File: config.mk
export PLATFORM = sky130hd
export DESIGN_NAME = game_scoreboard
export DESIGN_NICKNAME = d
export VERILOG_FILES = /design/src/rtl/game_scoreboard_pkg.sv /design/src/rtl/seven_seg_mux.sv /design/src/rtl/game_scoreboard.sv
export SDC_FILE = /design/constraint.sdc
export NUM_CORES = 1
export LEC_CHECK = 0
export CAP_MARGIN = 0
export CELL_PAD_IN_SITES_DETAIL_PLACEMENT = 2
export CELL_PAD_IN_SITES_GLOBAL_PLACEMENT = 2
export CORE_ASPECT_RATIO = 0.9
export CORE_UTILIZATION = 30
export CTS_CLUSTER_SIZE = 24
export DETAILED_ROUTE_END_ITERATION = 7
export GPL_TIMING_DRIVEN = 0
export PLACE_DENSITY_LB_ADDON = 0.1
export REMOVE_ABC_BUFFERS = 1
export SYNTH_ARGS = -nofsm -noshare
export SYNTH_HDL_FRONTEND = slang
export SYNTH_SLANG_ARGS = --single-unit
File: constraint.sdc
create_clock -name clk -period 3.4 [get_ports clk]
set_clock_uncertainty 0.05 [all_clocks]
set_input_delay 0.51 -clock clk [delete_from_list [all_inputs] [get_ports clk]]
set_output_delay 0.51 -clock clk [all_outputs]
set_load 0.02 [all_outputs]
File: src/rtl/game_scoreboard_pkg.sv
// Shared types and 7-segment constants for the game scoreboard.
// Segment bit order is {g,f,e,d,c,b,a}, active-high.
package game_scoreboard_pkg;

  typedef enum logic [1:0] {
    StIdle,
    StPlay,
    StLocked,
    StOver
  } state_e;

  // Width of the value accepted by seg_decode; callers zero-extend into it.
  localparam int unsigned SegValW = 8;

  localparam logic [6:0] Seg0    = 7'h3F;
  localparam logic [6:0] Seg1    = 7'h06;
  localparam logic [6:0] Seg2    = 7'h5B;
  localparam logic [6:0] Seg3    = 7'h4F;
  localparam logic [6:0] Seg4    = 7'h66;
  localparam logic [6:0] Seg5    = 7'h6D;
  localparam logic [6:0] Seg6    = 7'h7D;
  localparam logic [6:0] Seg7    = 7'h07;
  localparam logic [6:0] Seg8    = 7'h7F;
  localparam logic [6:0] Seg9    = 7'h6F;
  localparam logic [6:0] SegDash = 7'h40;

  // Anything above 9 shows a dash.
  function automatic logic [6:0] seg_decode(input logic [SegValW-1:0] val);
    logic [6:0] pat;
    pat = SegDash;
    case (val)
      8'd0:    pat = Seg0;
      8'd1:    pat = Seg1;
      8'd2:    pat = Seg2;
      8'd3:    pat = Seg3;
      8'd4:    pat = Seg4;
      8'd5:    pat = Seg5;
      8'd6:    pat = Seg6;
      8'd7:    pat = Seg7;
      8'd8:    pat = Seg8;
      8'd9:    pat = Seg9;
      default: pat = SegDash;
    endcase
    return pat;
  endfunction

endpackage

File: src/rtl/seven_seg_mux.sv
// Two-digit multiplexed 7-segment driver: digit 0 = score, digit 1 = lives.
// SCOREBOARD_BLINK_EN adds blanking of alternate 16-wrap halves while game_over.
module seven_seg_mux
  import game_scoreboard_pkg::*;
#(
  parameter int unsigned REFRESH_DIV = 50000,
  parameter int unsigned COUNT_W     = 4
) (
  input  logic               clk,
  input  logic               rst_n,
`ifdef SCOREBOARD_BLINK_EN
  input  logic               game_start,
  input  logic               game_over,
`endif
  input  logic [COUNT_W-1:0] score,
  input  logic [COUNT_W-1:0] n_lifes,
  output logic [6:0]         seg,
  output logic [1:0]         digit_sel
);

  localparam int unsigned     RefW   = $clog2(REFRESH_DIV);
  localparam logic [RefW-1:0] RefMax = RefW'(REFRESH_DIV - 1);

  logic [RefW-1:0]    refresh_q, refresh_d;
  logic [1:0]         sel_q, sel_d;
  logic [6:0]         seg_q, seg_d;
  logic               wrap;
  logic [COUNT_W-1:0] shown;

`ifdef SCOREBOARD_BLINK_EN
  localparam int unsigned BlinkW = 5;
  logic [BlinkW-1:0] blink_q, blink_d;
`endif

  always_comb begin
    wrap      = (refresh_q == RefMax);
    refresh_d = wrap ? '0 : refresh_q + RefW'(1);
    sel_d     = wrap ? {sel_q[0], sel_q[1]} : sel_q;
    // Decode against the next select so seg and digit_sel change together.
    shown     = sel_d[0] ? score : n_lifes;
    seg_d     = seg_decode(SegValW'(shown));
`ifdef SCOREBOARD_BLINK_EN
    blink_d = blink_q;
    if (game_start) begin
      blink_d = '0;
    end else if (wrap && game_over) begin
      blink_d = blink_q + BlinkW'(1);
    end
    if (game_over && blink_d[BlinkW-1]) begin
      seg_d = '0;
    end
`endif
  end

  always_ff @(posedge clk or negedge rst_n) begin
    if (!rst_n) begin
      refresh_q <= '0;
      sel_q     <= 2'b01;
      seg_q     <= Seg0;
    end else begin
      refresh_q <= refresh_d;
      sel_q     <= sel_d;
      seg_q     <= seg_d;
    end
  end

`ifdef SCOREBOARD_BLINK_EN
  always_ff @(posedge clk or negedge rst_n) begin
    if (!rst_n) begin
      blink_q <= '0;
    end else begin
      blink_q <= blink_d;
    end
  end
`endif

  assign seg       = seg_q;
  assign digit_sel = sel_q;

endmodule

File: src/rtl/game_scoreboard.sv
// Score/lives keeper: edge-detects collisions, decides won/lost, drives the display.
// Optional blink of the display on game over: SCOREBOARD_BLINK_EN.
module game_scoreboard
  import game_scoreboard_pkg::*;
#(
  parameter int unsigned WIN_SCORE   = 3,
  parameter int unsigned INIT_LIVES  = 3,
  parameter int unsigned REFRESH_DIV = 50000,
  parameter int unsigned COUNT_W     = 4
) (
  input  logic               clk,
  input  logic               rst_n,
  input  logic               game_start,
  input  logic               round_start,
  input  logic               collision,
  input  logic               collision_bullet,
  output logic [COUNT_W-1:0] score,
  output logic [COUNT_W-1:0] n_lifes,
  output logic               game_over,
  output logic               game_won,
  output logic [6:0]         seg,
  output logic [1:0]         digit_sel
);

  localparam logic [COUNT_W-1:0] WinScore  = COUNT_W'(WIN_SCORE);
  localparam logic [COUNT_W-1:0] InitLives = COUNT_W'(INIT_LIVES);

  state_e             state_q, state_d;
  logic [COUNT_W-1:0] score_q, score_d;
  logic [COUNT_W-1:0] lives_q, lives_d;
  logic               over_q, over_d;
  logic               won_q, won_d;

  // Two-stage sampling: the event is seen one cycle after the rise, state
  // updates one cycle later.
  logic coll_q, coll_qq, bull_q, bull_qq;
  logic crash, hit;

  always_ff @(posedge clk or negedge rst_n) begin
    if (!rst_n) begin
      coll_q  <= 1'b0;
      coll_qq <= 1'b0;
      bull_q  <= 1'b0;
      bull_qq <= 1'b0;
    end else begin
      coll_q  <= collision;
      coll_qq <= coll_q;
      bull_q  <= collision_bullet;
      bull_qq <= bull_q;
    end
  end

  assign crash = coll_q & ~coll_qq;
  assign hit   = bull_q & ~bull_qq;

  always_comb begin
    state_d = state_q;
    score_d = score_q;
    lives_d = lives_q;
    over_d  = over_q;
    won_d   = won_q;
    if (game_start) begin
      state_d = StPlay;
      score_d = '0;
      lives_d = InitLives;
      over_d  = 1'b0;
      won_d   = 1'b0;
    end else begin
      case (state_q)
        StPlay: begin
          // A crash masks a simultaneous hit.
          if (crash) begin
            lives_d = (lives_q == '0) ? '0 : lives_q - COUNT_W'(1);
            if (lives_d == '0) begin
              state_d = StOver;
              over_d  = 1'b1;
            end else begin
              state_d = StLocked;
            end
          end else if (hit) begin
            score_d = (score_q == WinScore) ? score_q : score_q + COUNT_W'(1);
            if (score_d == WinScore) begin
              state_d = StOver;
              over_d  = 1'b1;
              won_d   = 1'b1;
            end else begin
              state_d = StLocked;
            end
          end
        end
        StLocked: begin
          if (round_start) begin
            state_d = StPlay;
          end
        end
        default: begin
          state_d = state_q;
        end
      endcase
    end
  end

  always_ff @(posedge clk or negedge rst_n) begin
    if (!rst_n) begin
      state_q <= StIdle;
      score_q <= '0;
      lives_q <= '0;
      over_q  <= 1'b0;
      won_q   <= 1'b0;
    end else begin
      state_q <= state_d;
      score_q <= score_d;
      lives_q <= lives_d;
      over_q  <= over_d;
      won_q   <= won_d;
    end
  end

  seven_seg_mux #(
    .REFRESH_DIV (REFRESH_DIV),
    .COUNT_W     (COUNT_W)
  ) u_seven_seg_mux (
    .clk        (clk),
    .rst_n      (rst_n),
`ifdef SCOREBOARD_BLINK_EN
    .game_start (game_start),
    .game_over  (over_q),
`endif
    .score      (score_q),
    .n_lifes    (lives_q),
    .seg        (seg),
    .digit_sel  (digit_sel)
  );

  assign score     = score_q;
  assign n_lifes   = lives_q;
  assign game_over = over_q;
  assign game_won  = won_q;

`ifndef SYNTHESIS
  score_bound: assert property (@(posedge clk) disable iff (!rst_n) score_q <= WinScore);
  lives_floor: assert property (@(posedge clk) disable iff (!rst_n)
                                (state_q == StPlay) |-> (lives_q != '0));
  won_implies_over: assert property (@(posedge clk) disable iff (!rst_n) won_q |-> over_q);
`endif

endmodule

==> results.cfg <==
[hold_path]
hp-class = input pin to asynchronous set/reset pin

[floorplanning]
fp.dieW_um = 91.8
coreArea_um2 = 7040
start_util_pct = 31.0
pin_count = 25
dieArea_um2 = 7610
die_y_um = 82.9
fp-row-count = 29

[global_route]
grt_max_degree = 42
antenna_found_initial = 0
grt_pass1_vias = 1855
grt_pass1_wl_um = 9200
grt_overflow = 0
grt_usage_pct = 15.0

[timing]
hold_ws_ns = 0.286
setup_viol = 0
hold_viol_final = 0
rsz0062_at_grt = no
fin_crit_sh_pct = 93.1
worst_pin_slew_ns = 0.912
setup_tns_ns = 0
relSlewSlack_pct = 39.2
max_freq_ghz = 0.316
drv_slew = 0
min_period_ns = 3.16

[yosys]
syn_area_per_cell_um2 = 10.4
synth_ff_type = dfrtp_1
async_reset_ff_share_pct = 100
synth.yosys.seq_area_share_pct = 47.5
synthCells = 210
synth_warnings = 0
synth_top_area_share_pct = 39.0
yosys_register_bits = 41
synth_edf_count = 0
netlist_area_um2 = 2180
synth_cell_type_count = 48
synth_top_area_cell = dfrtp_1
synth_area_leaders = dfrtp_1, dfstp_2, nor2_1

[clock_tree]
clk_latency_ns = 0.30
clk_pin_slew_ns = 0.09
hold_buffers = 0
cts_setup_buffers = 0
numCtsBuffers = 5
htree_num_levels = 2
cts_resized = 0
clockRootBuffer = clkbuf_8
cts_tree = built
cts_sinks = 41
clockBufferDepth = 2

[placement]
portBuffers = 24
routabilityCongestion = 0.697
hpwl_um = 3810

[finish]
antenna-diode-count = 0
drive_above_1_share_pct = 12.4
multiInputGateArea_um2 = 1060
final_common_cell = dfrtp_1
final_core_util_pct = 36.6
layout.nets = 247
layout_common_cells = dfrtp_1, nor2_1, clkdlybuf4s50_1, nand2_1, a21oi_1
nFillCells = 779
ff_latch_area_um2 = 1030
syn2layout_area_growth_pct = 18.1

[outcome]
outcome = finished, final reports clean

[routing]
wire_per_inst_um = 16.1
drt_iter0_drc = 33
vias_per_cell = 4.97
vias = 1626
antenna_left = 0
drt-pass1-iter-count = 4
drc = 0
wl_um = 5270

[setup_path]
cp_max_fo = 14
end_kind = register
worst-endpoint-required_ns = 3.58
worstSetupStartpointType = register
arrival_ns = 3.34
criticalPathCategory = register to register

[power_and_ir_drop]
powerDensity_nw_per_um2 = 352
p_leak_nw = 1.05
ir_drop_v = 0.000120

[flow_run]
max_cap_viol_count = 0
-- worst max-delay path, cell delays in order (launching register included) --
cell      delay, ns
dfrtp_1        0.42
nor4bb_1       0.41
and4_4         0.42
mux2i_4        0.46
inv_4          0.18
nand2_1        0.13
nand2_1        0.11
ha_1           0.37
nor2_1         0.06
mux2_2         0.28
o22a_1         0.20
-- cell usage after synthesis (all sizes together), types with 2 or more instances --
| cell | instances |
|---|---|
| xnor2 | 8 |
| ha | 8 |
| and2b | 2 |
| nand4 | 4 |
| nor2b | 9 |
| dfrtp | 34 |
| nand3 | 8 |
| nand2 | 12 |
| dfstp | 7 |
| nor3 | 8 |
| clkbuf | 6 |
| nand2b | 2 |
| a211o | 2 |
| o22ai | 2 |
| o31ai | 2 |
| mux2 | 4 |
| mux2i | 11 |
| xor2 | 9 |
| nor4bb | 2 |
| inv | 8 |
| buf | 2 |
| o21ai | 2 |
| and3 | 2 |
| a21oi | 10 |
| a31oi | 2 |
| nor2 | 27 |
-- per-layer routing --
layer  part of all wire, %  GRT usage [%]  wire length, um  vias to the layer above
li1                      -              -                -                      771
met1                    46           18.9             2400                      829
met2                    50           26.5             2660                       21
met3                   3.2           3.11              166                        5
met4                  0.84           2.98               44                        0
met5                     0              0                0                        -
-- registers in the layout (all words and copies together) (netlist names) --
name,count
game_over,1
n_lifes,4
u_seven_seg_mux.seg,7
coll_q,1
bull_qq,1
game_won,1
score,4
state_q,2
bull_q,1
u_seven_seg_mux.refresh_q,16
u_seven_seg_mux.digit_sel,2
coll_qq,1
-- logic make-up after synthesis --
logic type,count (synthesis),synth area share [%]
compound gates,28,8.55
xor+xnor,17,6.83
fa+ha+maj,8,4.59
buf+inv,16,3.67
flops,41,47.5
mux,15,7.86
simple gates,85,21.0
-- where the power goes --
| part | internal (mW) | total, mW | switching (mW) |
|---|---|---|---|
| combinational | 0.0305 | 0.0729 | 0.0425 |
| clock | 0.146 | 0.324 | 0.179 |
| sequential | 0.499 | 0.509 | 0.00951 |
| total | 0.675 | 0.906 | 0.231 |
-- path summary, 6_finish.rpt --
| check | start | to | slack, ns | cells after the start |
|---|---|---|---|---|
| min reg2reg | coll_q | coll_qq | 0.33 | 0 |
| min in group clk | coll_q | coll_qq | 0.33 | 0 |
| max reg2reg | u_seven_seg_mux.refresh_q[12] | u_seven_seg_mux.seg[1] | 0.24 | 10 |
| max in group asynchronous | rst_n | n_lifes[2] | 2.44 | 1 |
| min | rst_n | u_seven_seg_mux.refresh_q[12] | 0.29 | 1 |
| max | u_seven_seg_mux.refresh_q[12] | u_seven_seg_mux.seg[1] | 0.24 | 10 |
-- stage by stage --
step	total power [mW]	setup WS, ns	std cells	cell area (um2)
floorplan	0.553	0.727	202	2130
global placement	0.589	0.358	319	2490
detailed placement	0.592	0.232	319	2480
CTS	0.927	0.206	327	2570
global route	0.951	0.0752	327	2570
finish	0.906	0.236	327	2570
-- area by class of cell --
class / instances / share of cell area, %
well taps: 93 / 4.52
multi-input cells: 153 / 41.4
clock buffers: 5 / 2.67
inverters: 8 / 1.26
flip-flops and latches: 41 / 40.2
repair buffers: 24 / 9.14
clock inverters: 3 / 0.826
(Power assumes the default switching activity.)
